**src/rtl/mips_pkg.sv**
```systemverilog
// Shared definitions for the unified-memory arbiter: FSM encoding and default limits.
package mips_pkg;

    typedef enum logic [1:0] {
        IDLE    = 2'd0,
        IF_BUSY = 2'd1,
        DM_BUSY = 2'd2,
        DONE    = 2'd3
    } arb_state_t;

    localparam int MAX_DM_BURST_DEFAULT = 4;
    localparam int TIMEOUT_DEFAULT      = 255;
    localparam int WAIT_CNT_W           = 16;

endpackage

```
**src/rtl/arb_wait_counter.sv**
```systemverilog
// Clearable wait counter used to bound how long the arbiter waits for mem_ack.
module arb_wait_counter
    import mips_pkg::*;
#(
    parameter int W = WAIT_CNT_W
) (
    input  logic         clk,
    input  logic         reset,
    input  logic         clr,
    input  logic         inc,
    output logic [W-1:0] count
);

    logic [W-1:0] count_reg;

    // Saturates rather than wrapping so a stuck count can never alias a small value.
    always_ff @(posedge clk or posedge reset) begin
        if (reset) begin
            count_reg <= '0;
        end else if (clr) begin
            count_reg <= '0;
        end else if (inc && (count_reg != '1)) begin
            count_reg <= count_reg + 1'b1;
        end
    end

    assign count = count_reg;

endmodule

```
**src/rtl/mem_arbiter.sv**
```systemverilog
// Arbitrates instruction fetch and data load/store onto one single-port memory,
// favouring data accesses but bounding data bursts so a pending fetch cannot starve.
module mem_arbiter
    import mips_pkg::*;
#(
    parameter int MAX_DM_BURST = MAX_DM_BURST_DEFAULT,
    parameter int TIMEOUT      = TIMEOUT_DEFAULT
) (
    input  logic        clk,
    input  logic        reset,
    input  logic        if_req,
    input  logic [31:0] if_addr,
    output logic        if_ready,
    output logic [31:0] if_rdata,
    input  logic        dm_req,
    input  logic        dm_we,
    input  logic [31:0] dm_addr,
    input  logic [31:0] dm_wdata,
    output logic        dm_ready,
    output logic [31:0] dm_rdata,
    output logic        mem_en,
    output logic        mem_we,
    output logic [31:0] mem_addr,
    output logic [31:0] mem_wdata,
    input  logic [31:0] mem_rdata,
    input  logic        mem_ack,
    output logic        err
);

    localparam int BW = $clog2(MAX_DM_BURST + 1);
    localparam logic [BW-1:0]         BURST_MAX = BW'(MAX_DM_BURST);
    localparam logic [WAIT_CNT_W-1:0] WAIT_LAST = WAIT_CNT_W'(TIMEOUT - 1);

    arb_state_t          state_reg;
    logic [BW-1:0]       burst_cnt_reg;
    logic [WAIT_CNT_W-1:0] wait_cnt;
    logic                busy;
    logic                dm_win;
    logic                timeout;

    assign busy    = (state_reg == IF_BUSY) || (state_reg == DM_BUSY);
    assign dm_win  = dm_req && (!if_req || (burst_cnt_reg < BURST_MAX));
    // The count reaches TIMEOUT on the edge that ends the TIMEOUT-th ack-less busy cycle.
    assign timeout = (wait_cnt == WAIT_LAST);

    arb_wait_counter #(
        .W(WAIT_CNT_W)
    ) u_wait_counter (
        .clk   (clk),
        .reset (reset),
        .clr   (state_reg == IDLE),
        .inc   (busy && !mem_ack),
        .count (wait_cnt)
    );

    always_ff @(posedge clk or posedge reset) begin
        if (reset) begin
            state_reg     <= IDLE;
            burst_cnt_reg <= '0;
            mem_en        <= 1'b0;
            mem_we        <= 1'b0;
            mem_addr      <= '0;
            mem_wdata     <= '0;
            if_ready      <= 1'b0;
            dm_ready      <= 1'b0;
            err           <= 1'b0;
            if_rdata      <= '0;
            dm_rdata      <= '0;
        end else begin
            if_ready <= 1'b0;
            dm_ready <= 1'b0;
            err      <= 1'b0;
            case (state_reg)
                IDLE: begin
                    if (dm_win) begin
                        state_reg <= DM_BUSY;
                        mem_en    <= 1'b1;
                        mem_we    <= dm_we;
                        mem_addr  <= dm_addr;
                        mem_wdata <= dm_wdata;
                        // Only bursts that hold off a waiting fetch are counted.
                        if (if_req && (burst_cnt_reg < BURST_MAX)) begin
                            burst_cnt_reg <= burst_cnt_reg + 1'b1;
                        end
                    end else if (if_req) begin
                        state_reg     <= IF_BUSY;
                        mem_en        <= 1'b1;
                        mem_we        <= 1'b0;
                        mem_addr      <= if_addr;
                        mem_wdata     <= '0;
                        burst_cnt_reg <= '0;
                    end
                end
                IF_BUSY, DM_BUSY: begin
                    if (mem_ack || timeout) begin
                        state_reg <= DONE;
                        mem_en    <= 1'b0;
                        mem_we    <= 1'b0;
                        err       <= !mem_ack;
                        if (state_reg == IF_BUSY) begin
                            if_ready <= 1'b1;
                            if_rdata <= mem_ack ? mem_rdata : '0;
                        end else begin
                            dm_ready <= 1'b1;
                            if (!mem_ack) begin
                                dm_rdata <= '0;
                            end else if (!mem_we) begin
                                dm_rdata <= mem_rdata;
                            end
                        end
                    end
                end
                DONE: begin
                    state_reg <= IDLE;
                end
                default: begin
                    state_reg <= IDLE;
                end
            endcase
        end
    end

endmodule
```
**config.mk**
```make
export PLATFORM = sky130hd
export DESIGN_NAME = mem_arbiter
export DESIGN_NICKNAME = d
export VERILOG_FILES = /design/src/rtl/mips_pkg.sv /design/src/rtl/arb_wait_counter.sv /design/src/rtl/mem_arbiter.sv
export SDC_FILE = /design/constraint.sdc
export NUM_CORES = 1
export LEC_CHECK = 0
export CORE_ASPECT_RATIO = 1.25
export CORE_MARGIN = 4
export CORE_UTILIZATION = 43
export DETAILED_ROUTE_END_ITERATION = 7
export PLACE_DENSITY = 0.8
export RECOVER_POWER = 50
export SYNTH_ARGS = -nofsm -noshare
export SYNTH_HDL_FRONTEND = slang
export SYNTH_SLANG_ARGS = --single-unit
```
**constraint.sdc**
```tcl
create_clock -name clk -period 5.3 [get_ports clk]
set_input_delay 0.53 -clock clk [delete_from_list [all_inputs] [get_ports clk]]
set_output_delay 0.53 -clock clk [all_outputs]
set_load 0.02 [all_outputs]
```
==> flow_metrics.py, run 1 <==
metrics = {
    "critical_path": {
        "cp-start-kind": "flop",
        "critPathCaptureType": "flop",
        "cp_max_fo": 17,
        "crit_arrival_ns": 3.12,
        "crit_required_ns": 5.59,
        "crit_chain": "inv_1, ha_1, nor4b_1, a41o_1, nand3_1, buf_4, a22o_1",
        "rrSetupSlack_ns": 2.47,
        "crit_slowest_cell": "nand3_1",
        "slowest_delay_ns": 0.55,
        "worstSetupPathType": "flop to flop",
    },
    "clocking": {
        "cts_setup_buffers": 0,
        "htreeDepth": 4,
        "cts-resized-gates": 0,
        "hold_buffers": 0,
        "numClockSinks": 154,
        "cts_tree": "built",
        "cts_buffer_depth": 2,
        "cts.clk_slew.worst_paths_ns": 0.06,
        "clk_latency_ns": 0.42,
        "cts_root_buf": "clkbuf_16",
        "cts_buffers": 17,
    },
    "power_and_ir_drop": {
        "power_frac_comb_pct": 44.6,
        "seqPwrFrac_pct": 33.5,
        "powerDensity_nw_per_um2": 586,
        "ir_drop_uv": 313,
        "finalPower_mw": 5.74,
        "internal_power_mw": 3.57,
        "clockPowerShare_pct": 21.8,
        "netSwitchingFraction_pct": 37.8,
        "power_switching_mw": 2.17,
        "p_leak_nw": 4.42,
    },
    "finish": {
        "num_antenna_cells": 0,
        "stdcell_area_um2": 9790,
        "layoutNonFillerInstCount": 1017,
        "syn2layout_area_growth_pct": 53.5,
        "fillCellCount": 1088,
        "drive_gt1_share_pct": 6.44,
        "seqCellArea_um2": 3850,
        "fin_nets": 966,
        "final_util_pct": 67.6,
        "multi_input_area_um2": 2350,
    },
    "logic_synthesis": {
        "netlist_area_um2": 6380,
        "yosysWarnings": 0,
        "synth_area_leaders": "dfrtp_1 (60%), a22o_1 (8.8%), nand2_1 (6.4%), o21ai_0 (6.0%), mux2i_1 (5.0%)",
        "ys.flop_type": "dfrtp_1",
        "yosysMostFrequentCell": "dfrtp_1",
        "synth_top_area_share_pct": 60.4,
        "synth_edf_count": 0,
        "ys_types": 50,
        "yosysTopAreaCell": "dfrtp_1",
        "synthArstFlopShare_pct": 100,
        "syn-instance-count": 574,
        "yosysSeqAreaShare_pct": 60.4,
        "synth_common_cells": "dfrtp_1 (154), nand2_1 (109), o21ai_0 (76)",
        "ys_seq_elements": 154,
        "syn_area_per_cell_um2": 11.1,
        "synth.net_count": 713,
    },
    "route": {
        "dr.pass1.iters": 4,
        "drc": 0,
        "drt-total-wl_mm": 18.6,
        "drt-initial-drc-count": 286,
        "ant_nets": 0,
        "viasPerCell": 5.48,
        "wl_per_cell_um": 18.3,
        "vias": 5569,
    },
    "global_routing": {
        "grt_first_pass_wirelength_mm": 28.7,
        "grt-ovfl-total": 0,
        "track_usage_pct": 21.9,
        "antenna_found_initial": 0,
        "grt_pass1_vias": 5724,
        "grt_max_degree": 115,
    },
    "sta": {
        "relSlewSlack_pct": -57.7,
        "finClkSkew_ns": 0.0105,
        "finalSetupViolCount": 0,
        "hold_ws_ns": 0.481,
        "finalSetupTns_ns": 0,
        "timing.final.ws_setup_ns": 2.47,
        "hold_violations": 0,
        "fmax_ghz": 0.354,
        "period_minus_slack_ns": 2.83,
        "maxSlewViolCount": 115,
        "rsz0062_at_grt": "false",
        "tightestPinTransition_ns": 2.36,
        "timing.final.crit_share_pct": 53.3,
    },
    "job": {
        "cap_violations": 1,
    },
    "place": {
        "dpl.hpwl_mm": 13.4,
        "placed_area_um2": 9180,
        "portBuffers": 266,
        "dpl_worst_slack_ns": 2.07,
        "dp_cells": 986,
        "finalWeightedCongestion": 0.804,
    },
    "status": {
        "outcome": "complete, but fails checks",
        "violations": "capacitance limit, slew limit",
    },
    "floorplanning": {
        "start_util_pct": 44.1,
        "core-area_um2": 14500,
        "fp-row-count": 49,
        "die_w_um": 117,
        "die-area_um2": 16900,
        "dieHeight_um": 144,
        "io-pin-count": 267,
    },
    "worst_hold_path": {
        "hold_path_class": "flop to flop",
    },
}
-- cells by family after synthesis --
| group | Yosys count | synth area share, % |
|---|---|---|
| AOI/OAI and AO/OA | 171 | 18.3 |
| and+or+nand+nor | 160 | 11.5 |
| DFF | 154 | 60.4 |
| buffers and inverters | 48 | 3.12 |
| muxes | 34 | 5.38 |
| adders and majority gates | 5 | 0.981 |
| xor gates and xnor gates | 2 | 0.275 |
-- final timing paths --
check / startpoint / cells past startpoint / endpoint
setup reg to reg: u_wait_counter.count[0] / 7 / if_rdata[17]
hold reg to reg: mem_addr[4] / 2 / mem_addr[4]
hold / removal: mem_addr[4] / 2 / mem_addr[4]
max in group asynchronous: reset / 3 / u_wait_counter.count[8]
min in group asynchronous: reset / 2 / mem_addr[16]
setup / recovery: u_wait_counter.count[0] / 7 / if_rdata[17]
-- cells in the final DEF, fill, tap and decap left out, types with 2 or more instances in the layout --
cell,instances
or4_1,3
or3_2,2
o31ai_1,3
inv_1,8
mux2_2,2
clkinvlp_4,4
mux2i_1,32
nand3_1,8
inv_6,2
or3_1,6
a22o_1,64
clkinv_2,2
dlygate4sd3_1,105
nand4_1,6
bufinv_16,3
nor2_1,7
ha_1,5
clkbuf_8,3
nand2_1,109
o2111ai_1,2
dfrtp_1,154
clkdlybuf4s50_1,161
nor3_1,2
a21oi_1,13
clkbuf_1,2
nor4_1,3
buf_4,6
o21ba_2,2
clkbuf_16,17
o31a_1,2
o21ai_0,75
-- power groups by stage --
stage	clock network (mW)	registers, mW	logic [mW]
floorplan	0	2.45	0.901
global placement	0	1.93	2.64
detailed placement	0	1.95	2.70
CTS	1.28	1.94	2.72
global route	1.33	1.98	2.76
finish	1.25	1.92	2.56
-- area by class of cell --
type | instances | share of cell area [%]
multi-input cells | 372 | 24.0
clock buffers | 21 | 4.81
repair buffers | 273 | 27.7
flip-flops and latches | 154 | 39.4
well taps | 178 | 2.28
clock inverters | 10 | 1.43
inverters | 9 | 0.383
-- metal layers --
| metal | GRT usage (%) | wire (um) |
|---|---|---|
| met5 | 0 | 0 |
| met4 | 10.2 | 591 |
| met3 | 6.61 | 1300 |
| met2 | 37.6 | 9680 |
| met1 | 24.8 | 7010 |
-- critical path: cells and delay by family, from the launching register on --
kind	cells	cell delay [ns]
and+or+nand+nor	2	1.04
buffers and inverters	2	0.55
AOI/OAI and AO/OA	2	0.54
DFF	1	0.40
adders and majority gates	1	0.16
Note: power is estimated with default switching activity, not from simulation.
==> run 2: changes to the inputs <==
==> constraint.sdc (replaced) <==
create_clock -name clk -period 2.9 [get_ports clk]
set_input_delay 0.29 -clock clk [delete_from_list [all_inputs] [get_ports clk]]
set_output_delay 0.29 -clock clk [all_outputs]
set_load 0.02 [all_outputs]
==> flow_metrics.py, run 2 (same netlist as run 1, synthesis figures left out) <==
metrics = {
    "route": {
        "drt-initial-drc-count": 378,
        "drt-total-wl_mm": 18.5,
        "drc": 0,
        "ant_nets": 0,
        "wl_per_cell_um": 18.0,
        "viasPerCell": 5.46,
        "dr.pass1.iters": 5,
        "vias": 5604,
    },
    "finish": {
        "drive_gt1_share_pct": 7.77,
        "layout_commonest_cell": "clkdlybuf4s50_1",
        "num_antenna_cells": 0,
        "multi_input_area_um2": 2350,
        "fillCellCount": 1085,
        "fin_nets": 975,
        "syn2layout_area_growth_pct": 54.1,
        "layout_common_cells": "clkdlybuf4s50_1 (202), dfrtp_1 (154), nand2_1 (109)",
        "seqCellArea_um2": 3850,
    },
    "clocking": {
        "cts_root_buf": "clkbuf_16",
        "cts.clk_slew.worst_paths_ns": 0.07,
        "cts_buffers": 17,
        "htreeDepth": 4,
        "numClockSinks": 154,
        "cts_setup_buffers": 0,
        "hold_buffers": 0,
        "cts_buffer_depth": 2,
        "cts_tree": "built",
        "clk_latency_ns": 0.42,
        "cts-resized-gates": 0,
    },
    "power_and_ir_drop": {
        "seqPwrFrac_pct": 33.6,
        "internal_power_mw": 6.42,
        "power_switching_mw": 4.01,
        "p_leak_nw": 4.39,
        "power_frac_comb_pct": 46.6,
        "finalPower_mw": 10.4,
        "clockPowerShare_pct": 19.8,
        "powerDensity_nw_per_um2": 1060,
        "netSwitchingFraction_pct": 38.5,
        "ir_drop_uv": 625,
    },
    "sta": {
        "tightestPinTransition_ns": 1.47,
        "finalSetupTns_ns": 0,
        "fmax_ghz": 0.431,
        "maxSlewViolCount": 0,
        "finClkSkew_ns": 0.00726,
        "hold_violations": 0,
        "timing.final.crit_share_pct": 80.0,
        "rsz0062_at_grt": "false",
        "relSlewSlack_pct": 1.35,
        "finalSetupViolCount": 0,
        "period_minus_slack_ns": 2.32,
    },
    "floorplanning": {
        "die-area_um2": 16900,
        "fp-row-count": 49,
        "die_w_um": 117,
        "dieHeight_um": 144,
        "io-pin-count": 267,
        "core-area_um2": 14500,
        "start_util_pct": 44.1,
    },
    "critical_path": {
        "cp-startpoint": "reset",
        "worstSetupPathType": "input port to async pin",
        "cp-start-kind": "input port",
        "critPathCaptureType": "async pin",
        "crit_required_ns": 3.27,
        "cp_max_fo": 44,
        "crit_arrival_ns": 2.69,
        "r2r_start": "state_reg[0]",
    },
    "global_routing": {
        "antenna_found_initial": 0,
        "grt_max_degree": 66,
        "grt_pass1_vias": 5751,
        "grt_first_pass_wirelength_mm": 29.0,
        "grt-ovfl-total": 0,
        "track_usage_pct": 22.1,
    },
    "worst_hold_path": {
        "hp-start": "dm_wdata[13]",
        "hold_path_class": "input port to flop",
    },
    "place": {
        "dpl.hpwl_mm": 13.9,
        "finalWeightedCongestion": 0.835,
        "portBuffers": 266,
    },
    "job": {
        "cap_violations": 1,
    },
    "status": {
        "violations": "capacitance limit",
        "outcome": "complete, but fails checks",
    },
}
==> run 2: metrics by stage <==
step / area (um2) / util [%] / hold slack (ns) / cells / worst slack (ns)
finish: 9830 / 67.9 / 0.422 / 1027 / 0.581
global route: 9830 / 67.9 / 0.421 / 1027 / 0.195
CTS: 9850 / 68.0 / 0.354 / 1027 / 0.596
detailed placement: 9290 / 64.2 / 0.470 / 995 / 0.637
global placement: 9290 / 64.2 / 0.463 / 995 / 0.721
floorplan: 6380 / - / 0.361 / 574 / 0.665
==> run 2: critical path, cell delays in order <==
cell	delay, ns
dlygate4sd3_1	0.54
clkinvlp_2	0.87
clkbuf_2	0.96
==> run 2: layout make-up <==
type	instances	area share, %
Sequential cell	154	39.2
Timing Repair Buffer	282	28.5
Multi-Input combinational cell	372	23.9
Clock buffer	19	4.61
Tap cell	178	2.27
Clock inverter	13	1.08
Inverter	9	0.357
==> run 2: worst paths after layout <==
check	to	slack (ns)	cells past startpoint
min in group asynchronous	dm_rdata[8]	0.67	2
max reg2reg	u_wait_counter.count[15]	0.58	7
min	mem_wdata[13]	0.42	3
min reg2reg	mem_addr[10]	0.47	2
max in group clk	u_wait_counter.count[15]	0.58	7
max	mem_wdata[30]	0.58	3
==> run 2: power by group through the flow <==
| stage | Clock [mW] | Sequential [mW] | Combinational [mW] |
|---|---|---|---|
| after floorplan | 0 | 4.47 | 1.65 |
| after global placement | 0 | 3.52 | 4.88 |
| after global routing | 2.23 | 3.61 | 5.25 |
| after CTS | 2.11 | 3.52 | 5.06 |
| final | 2.07 | 3.50 | 4.86 |
| after detailed placement | 0 | 3.55 | 5.03 |
==> run 2: routing by layer <==
metal | share of wire (%) | global-route usage [%]
met1 | 36 | 25.3
met2 | 53 | 37.3
met3 | 7.5 | 7.07
met4 | 3.8 | 10.3
met5 | 0 | 0
